$ cat config.mk
export PLATFORM = sky130hd
export DESIGN_NAME = sync_fifo_rf
export DESIGN_NICKNAME = d
export VERILOG_FILES = /design/src/rtl/sync_fifo_pkg.sv /design/src/rtl/fifo_mem.sv /design/src/rtl/sync_fifo_rf.sv
export SDC_FILE = /design/constraint.sdc
export NUM_CORES = 1
export LEC_CHECK = 0
export CORE_ASPECT_RATIO = 0.75
export CORE_MARGIN = 5
export CORE_UTILIZATION = 35
export DETAILED_ROUTE_END_ITERATION = 8
export GPL_TIMING_DRIVEN = 0
export PLACE_DENSITY = 0.58
export SLEW_MARGIN = 20
export SYNTH_ARGS = -nofsm -noshare
export SYNTH_HDL_FRONTEND = slang
export SYNTH_SLANG_ARGS = --single-unit
$ cat constraint.sdc
create_clock -name clk -period 6.3 [get_ports clk]
set_input_delay 0.945 -clock clk [delete_from_list [all_inputs] [get_ports clk]]
set_output_delay 0.945 -clock clk [all_outputs]
set_load 0.1 [all_outputs]
$ cat src/rtl/sync_fifo_pkg.sv
// -----------------------------------------------------------------------------
// sync_fifo_pkg
// Shared constants and helpers for the synchronous register-file FIFO.
//   DEF_B         : default data width in bits
//   DEF_W         : default address width (depth = 2**W)
//   DEF_AF_MARGIN : default almost-full margin (free entries)
//   cnt_width()   : width of an entry counter able to hold 0..2**W
// -----------------------------------------------------------------------------
package sync_fifo_pkg;

  localparam int DEF_B         = 8;
  localparam int DEF_W         = 4;
  localparam int DEF_AF_MARGIN = 1;

  // A counter must represent both 0 and 2**W, so it needs one extra bit.
  function automatic int cnt_width(input int w);
    return w + 1;
  endfunction

endpackage : sync_fifo_pkg

$ cat src/rtl/fifo_mem.sv
// -----------------------------------------------------------------------------
// fifo_mem
// 2**W x B register-array storage. One synchronous write port and one
// combinational read port. Contents are never reset.
// Ports:
//   clk     in  1  rising-edge clock
//   we      in  1  write enable
//   w_addr  in  W  write address
//   w_data  in  B  write data
//   r_addr  in  W  read address
//   r_data  out B  read data (combinational from r_addr)
// -----------------------------------------------------------------------------
module fifo_mem
  import sync_fifo_pkg::*;
#(
  parameter int B = DEF_B,
  parameter int W = DEF_W
) (
  input  logic         clk,
  input  logic         we,
  input  logic [W-1:0] w_addr,
  input  logic [B-1:0] w_data,
  input  logic [W-1:0] r_addr,
  output logic [B-1:0] r_data
);

  localparam int DEPTH = 1 << W;

  logic [B-1:0] mem_r [DEPTH];

  // Storage write: one entry per accepted push, no reset on the array.
  always_ff @(posedge clk) begin
    if (we) begin
      mem_r[w_addr] <= w_data;
    end
  end

  // Show-ahead read path.
  assign r_data = mem_r[r_addr];

endmodule : fifo_mem

$ cat src/rtl/sync_fifo_rf.sv
// -----------------------------------------------------------------------------
// sync_fifo_rf
// Synchronous FIFO built on a register array (fifo_mem) with a show-ahead
// read port, registered status flags and sticky overflow/underflow errors.
// Optional feature: define FIFO_LEVEL_EN to expose the entry count on 'level'.
// Parameters:
//   B         data width
//   W         address width, depth = 2**W
//   AF_MARGIN almost_full asserts when free entries <= AF_MARGIN
// Ports:
//   clk          in  1    rising-edge clock
//   reset        in  1    synchronous active-high reset
//   wr           in  1    push request
//   rd           in  1    pop request
//   w_data       in  B    push data
//   r_data       out B    head-of-queue data (valid when empty=0)
//   empty        out 1    no entries held
//   full         out 1    2**W entries held
//   almost_full  out 1    free entries <= AF_MARGIN
//   ovf_err      out 1    sticky: push attempted while full
//   udf_err      out 1    sticky: pop attempted while empty
//   level        out W+1  entry count (FIFO_LEVEL_EN only)
// -----------------------------------------------------------------------------
module sync_fifo_rf
  import sync_fifo_pkg::*;
#(
  parameter int B         = DEF_B,
  parameter int W         = DEF_W,
  parameter int AF_MARGIN = DEF_AF_MARGIN
) (
  input  logic         clk,
  input  logic         reset,
  input  logic         wr,
  input  logic         rd,
  input  logic [B-1:0] w_data,
  output logic [B-1:0] r_data,
  output logic         empty,
  output logic         full,
  output logic         almost_full,
  output logic         ovf_err,
  output logic         udf_err
`ifdef FIFO_LEVEL_EN
  ,
  output logic [W:0]   level
`endif
);

  localparam int CW    = cnt_width(W);
  localparam int DEPTH = 1 << W;

  localparam logic [CW-1:0] DEPTH_C   = CW'(DEPTH);
  // A margin at or beyond the depth means almost_full is permanently high.
  localparam logic          AF_ALWAYS = (AF_MARGIN >= DEPTH) ? 1'b1 : 1'b0;
  localparam logic [CW-1:0] AF_C      = AF_ALWAYS ? DEPTH_C : CW'(AF_MARGIN);

  logic [W-1:0]  wr_ptr_r;
  logic [W-1:0]  rd_ptr_r;
  logic [CW-1:0] count_r;
  logic          empty_r;
  logic          full_r;
  logic          af_r;
  logic          ovf_r;
  logic          udf_r;

  logic          push_ok_s;
  logic          pop_ok_s;
  logic [CW-1:0] cnt_nxt_s;
  logic [CW-1:0] free_nxt_s;
  logic          af_nxt_s;

  // Accept logic: a pop needs data; a push needs room, or a pop freeing a
  // slot in the same cycle (full with rd=1).
  always_comb begin
    pop_ok_s  = rd & ~empty_r;
    push_ok_s = wr & (~full_r | pop_ok_s);
  end

  // Next entry count and the almost-full flag derived from it.
  always_comb begin
    cnt_nxt_s = count_r;
    case ({push_ok_s, pop_ok_s})
      2'b10:   cnt_nxt_s = count_r + CW'(1);
      2'b01:   cnt_nxt_s = count_r - CW'(1);
      default: cnt_nxt_s = count_r;
    endcase
    free_nxt_s = DEPTH_C - cnt_nxt_s;
    if (AF_ALWAYS) begin
      af_nxt_s = 1'b1;
    end else begin
      af_nxt_s = (free_nxt_s <= AF_C);
    end
  end

  // Pointer, count, flag and sticky-error registers; reset wins over wr/rd.
  always_ff @(posedge clk) begin
    if (reset) begin
      wr_ptr_r <= '0;
      rd_ptr_r <= '0;
      count_r  <= '0;
      empty_r  <= 1'b1;
      full_r   <= 1'b0;
      af_r     <= AF_ALWAYS;
      ovf_r    <= 1'b0;
      udf_r    <= 1'b0;
    end else begin
      if (push_ok_s) begin
        wr_ptr_r <= wr_ptr_r + W'(1);
      end
      if (pop_ok_s) begin
        rd_ptr_r <= rd_ptr_r + W'(1);
      end
      count_r <= cnt_nxt_s;
      empty_r <= (cnt_nxt_s == '0);
      full_r  <= (cnt_nxt_s == DEPTH_C);
      af_r    <= af_nxt_s;
      // Push rejected only when full and no pop accompanies it.
      if (wr & full_r & ~rd) begin
        ovf_r <= 1'b1;
      end
      if (rd & empty_r) begin
        udf_r <= 1'b1;
      end
    end
  end

  fifo_mem #(
    .B (B),
    .W (W)
  ) u_mem (
    .clk    (clk),
    .we     (push_ok_s),
    .w_addr (wr_ptr_r),
    .w_data (w_data),
    .r_addr (rd_ptr_r),
    .r_data (r_data)
  );

  assign empty       = empty_r;
  assign full        = full_r;
  assign almost_full = af_r;
  assign ovf_err     = ovf_r;
  assign udf_err     = udf_r;

`ifdef FIFO_LEVEL_EN
  assign level = count_r;
`endif

endmodule : sync_fifo_rf
==> impl_metrics.env <==
export IMPL_gp_congestion=0.7316
export IMPL_cts_tree="built"
export IMPL_grt_pass1_vias=3069
export IMPL_fillers=1542
export IMPL_cts_clk_slew_worst_paths_ns=0.06
export IMPL_post_place_ws_ns=1.286
export IMPL_vias=2998
export IMPL_globalRouteOverflowTotal=0
export IMPL_critPathLaunchType="input pin"
export IMPL_seq_area_frac_synth_pct=69.61
export IMPL_end_kind="flip-flop"
export IMPL_critPathMaxStageDelay_ns=0.47
export IMPL_rsz0062_at_grt="no"
export IMPL_critPathSlowestCell="clkdlybuf4s50_1"
export IMPL_cts_buffers_inserted=17
export IMPL_dp_hpwl_mm=7.875
export IMPL_post_drt_via_cell_ratio=4.812
export IMPL_fin_nets=392
export IMPL_synth_warnings=0
export IMPL_setup_violations_final=0
export IMPL_insertion_delay_ns=0.43
export IMPL_grt_max_degree=17
export IMPL_critPathKind="input pin to flip-flop"
export IMPL_critical_path_cell_chain="clkdlybuf4s50_1 -> inv_1 -> nor2_1 -> o21a_1 -> buf_2 -> inv_1 -> ha_1 -> buf_6 -> xor2_1 -> ha_1 -> a21oi_1 -> mux2i_1 -> xor2_1 -> and3_1 -> ha_1 -> nor3b_2 -> nand4b_1 -> mux2_4 -> o41ai_2"
export IMPL_cap_violations=0
export IMPL_synthDistinctLibCells=43
export IMPL_syn_area_sq_um=6155
export IMPL_clockBufferDepth=2
export IMPL_coreArea_sq_um=17450
export IMPL_postSynthCellCount=322
export IMPL_postCtsSetupRepairBufs=0
export IMPL_synth_ff_type="edfxtp_1"
export IMPL_outcome="completed"
export IMPL_period_minus_slack_ns=4.621
export IMPL_max_slew_worst_pin_slew_ns=0.9898
export IMPL_antenna_left=0
export IMPL_postCtsHoldBufs=0
export IMPL_ys_async_sr_fraction_pct=0
export IMPL_hp_class="flip-flop to flip-flop"
export IMPL_p_leak_uw=0.002479
export IMPL_synth_edf_count=128
export IMPL_track_usage_pct=12.47
export IMPL_setup_ws_ns=1.679
export IMPL_crit_top_cell="ha_1"
export IMPL_h_tree_depth=4
export IMPL_cts_root_buffer="clkbuf_16"
export IMPL_drive_gt1_share_pct=19.69
export IMPL_diodes=0
export IMPL_io_pins=25
export IMPL_dieHeight_um=124.8
export IMPL_rows=42
export IMPL_die_x_um=163.1
export IMPL_start_util_pct=35.28
export IMPL_cts_sinks=150
export IMPL_slew_headroom_pct=33.80
export IMPL_drcViolationCount=0
export IMPL_cp_data_arrival_time_ns=4.95
export IMPL_antenna_found_initial=0
export IMPL_final_max_slew_violation_count=0
export IMPL_critPathTopFamily="simple AND/OR/NAND/NOR gates"
export IMPL_numPortBuffers=23
export IMPL_dieArea_sq_um=20360
export IMPL_crit_buf_inv=5
export IMPL_cts_resized_gates=0
export IMPL_ir_drop_uv=185.5
export IMPL_fmax_mhz=216.4
export IMPL_synth_seq_cells=150
export IMPL_synth_area_per_cell_sq_um=19.11
export IMPL_first_pass_iters=4
export IMPL_period_share_pct=73.35
export IMPL_finClkSkew_ns=0.01791
export IMPL_drt_iter0_markers=353
export IMPL_syn_to_final_growth_pct=19.88
export IMPL_finalSetupTns_ns=0
export IMPL_cp_required_ns=6.63
export IMPL_power_density_nw_per_um2=386.0
export IMPL_hold_viol_final=0
export IMPL_grt_pass1_wl_mm=18.37
export IMPL_syn_num_nets=346
export IMPL_drt_wl_total_mm=11.91
export IMPL_cp_max_fo=9
export IMPL_avgRoutedWirePerCell_um=19.12
-- registers in the layout (all words and copies together) (netlist names), named ones only --
name and flops:
almost_full 1, count_r 5, empty 1, full 1, ovf_err 1, rd_ptr_r 4
u_mem.mem_r 128, udf_err 1, wr_ptr_r 4
-- path summary, 6_finish.rpt --
kind	from	end	slack, ns	cells past startpoint
max	rd	almost_full$_SDFF_PP0_	1.68	19
min	ovf_err$_SDFFE_PP0P_	ovf_err$_SDFFE_PP0P_	0.48	2
max reg2reg	empty$_SDFF_PP1_	almost_full$_SDFF_PP0_	2.42	17
min reg2reg	ovf_err$_SDFFE_PP0P_	ovf_err$_SDFFE_PP0P_	0.48	2
-- logic make-up after synthesis --
kind of cell	share of synthesized area, %
buffers and inverters	2.907
AND/OR/NAND/NOR	4.717
adder cells (fa/ha/maj)	2.439
multiplexers	16.81
flip-flops	69.61
AO/OA/AOI/OAI	1.952
XOR/XNOR	1.565
-- cells in the mapped netlist (2+ instances only) --
cell      instances  area share (%)
o21ai_0           4            0.33
nor2_1           30             1.8
nand2b_1          2            0.20
nor3_1            4            0.33
inv_1            10            0.61
dfxtp_1          22             7.2
mux4_1           21             9.0
buf_6             4            0.73
o21a_1            2            0.24
a21oi_1           5            0.41
mux4_2           19             7.0
ha_1             12             2.4
mux2i_1           4            0.65
nand4_1           3            0.30
buf_8             2            0.49
buf_1             7            0.43
edfxtp_1        128              62
nor2b_1           3            0.30
xor2_1            9             1.3
clkbuf_1          2            0.12
nand2_1           6            0.37
xnor2_1           2            0.28
-- routing by layer --
metal / up-vias / routed length, um / global-route usage [%] / part of all wire [%]
li1: 1394 / - / - / -
met1: 1537 / 5894 / 18.08 / 49
met2: 54 / 5317 / 17.32 / 45
met3: 13 / 530 / 3.540 / 4.4
met4: 0 / 170 / 5.720 / 1.4
met5: - / 0 / 0 / 0
-- tightest hold or removal path: stages, from the launching register on --
cell and delay [ns]:
dfxtp_1 0.33, a31oi_1 0.04, nor2_1 0.07
-- layout make-up --
class,count,area (sq um),area share (%)
Clock buffer,17,425.4,5.766
Multi-Input combinational cell,144,1712,23.20
Inverter,10,37.54,0.5087
Tap cell,242,302.8,4.104
Clock inverter,15,215.2,2.917
Buffer,18,141.4,1.916
Sequential cell,150,4284,58.06
Timing Repair Buffer,27,260.3,3.527
-- placed cells by master (no fill, tap or decap), drive strengths merged, types with 5 or more instances in the layout --
cell and n:
nor2 30, a21oi 5, dfxtp 22, xor2 9, mux4 40, clkdlybuf4s50 23
edfxtp 128, clkbuf 19, buf 20, ha 12, nand2 6, inv 18
o21ai 5
-- power by group --
part           leakage (uW)  total [uW]  internal [uW]  switching (uW)
clock              0.000316        1100            674             424
sequential          0.00134        1130           1110            20.5
combinational      0.000827         616            241             375
-- through the flow --
step / total power (uW) / hold slack [ns] / instances / instance area, sq um / utilization, %
2_1_floorplan: 1627 / 0.4847 / 322 / 6155 / -
3_5_place_dp: 1774 / 0.4700 / 591 / 6738 / 38.62
6_report: 2848 / 0.4781 / 623 / 7378 / 42.29
4_1_cts: 2880 / 0.4842 / 623 / 7378 / 42.29
5_1_grt: 2964 / 0.5044 / 623 / 7378 / 42.29
3_3_place_gp: 1763 / 0.4500 / 587 / 6688 / 38.33
Power figures use the tool's default switching activity.
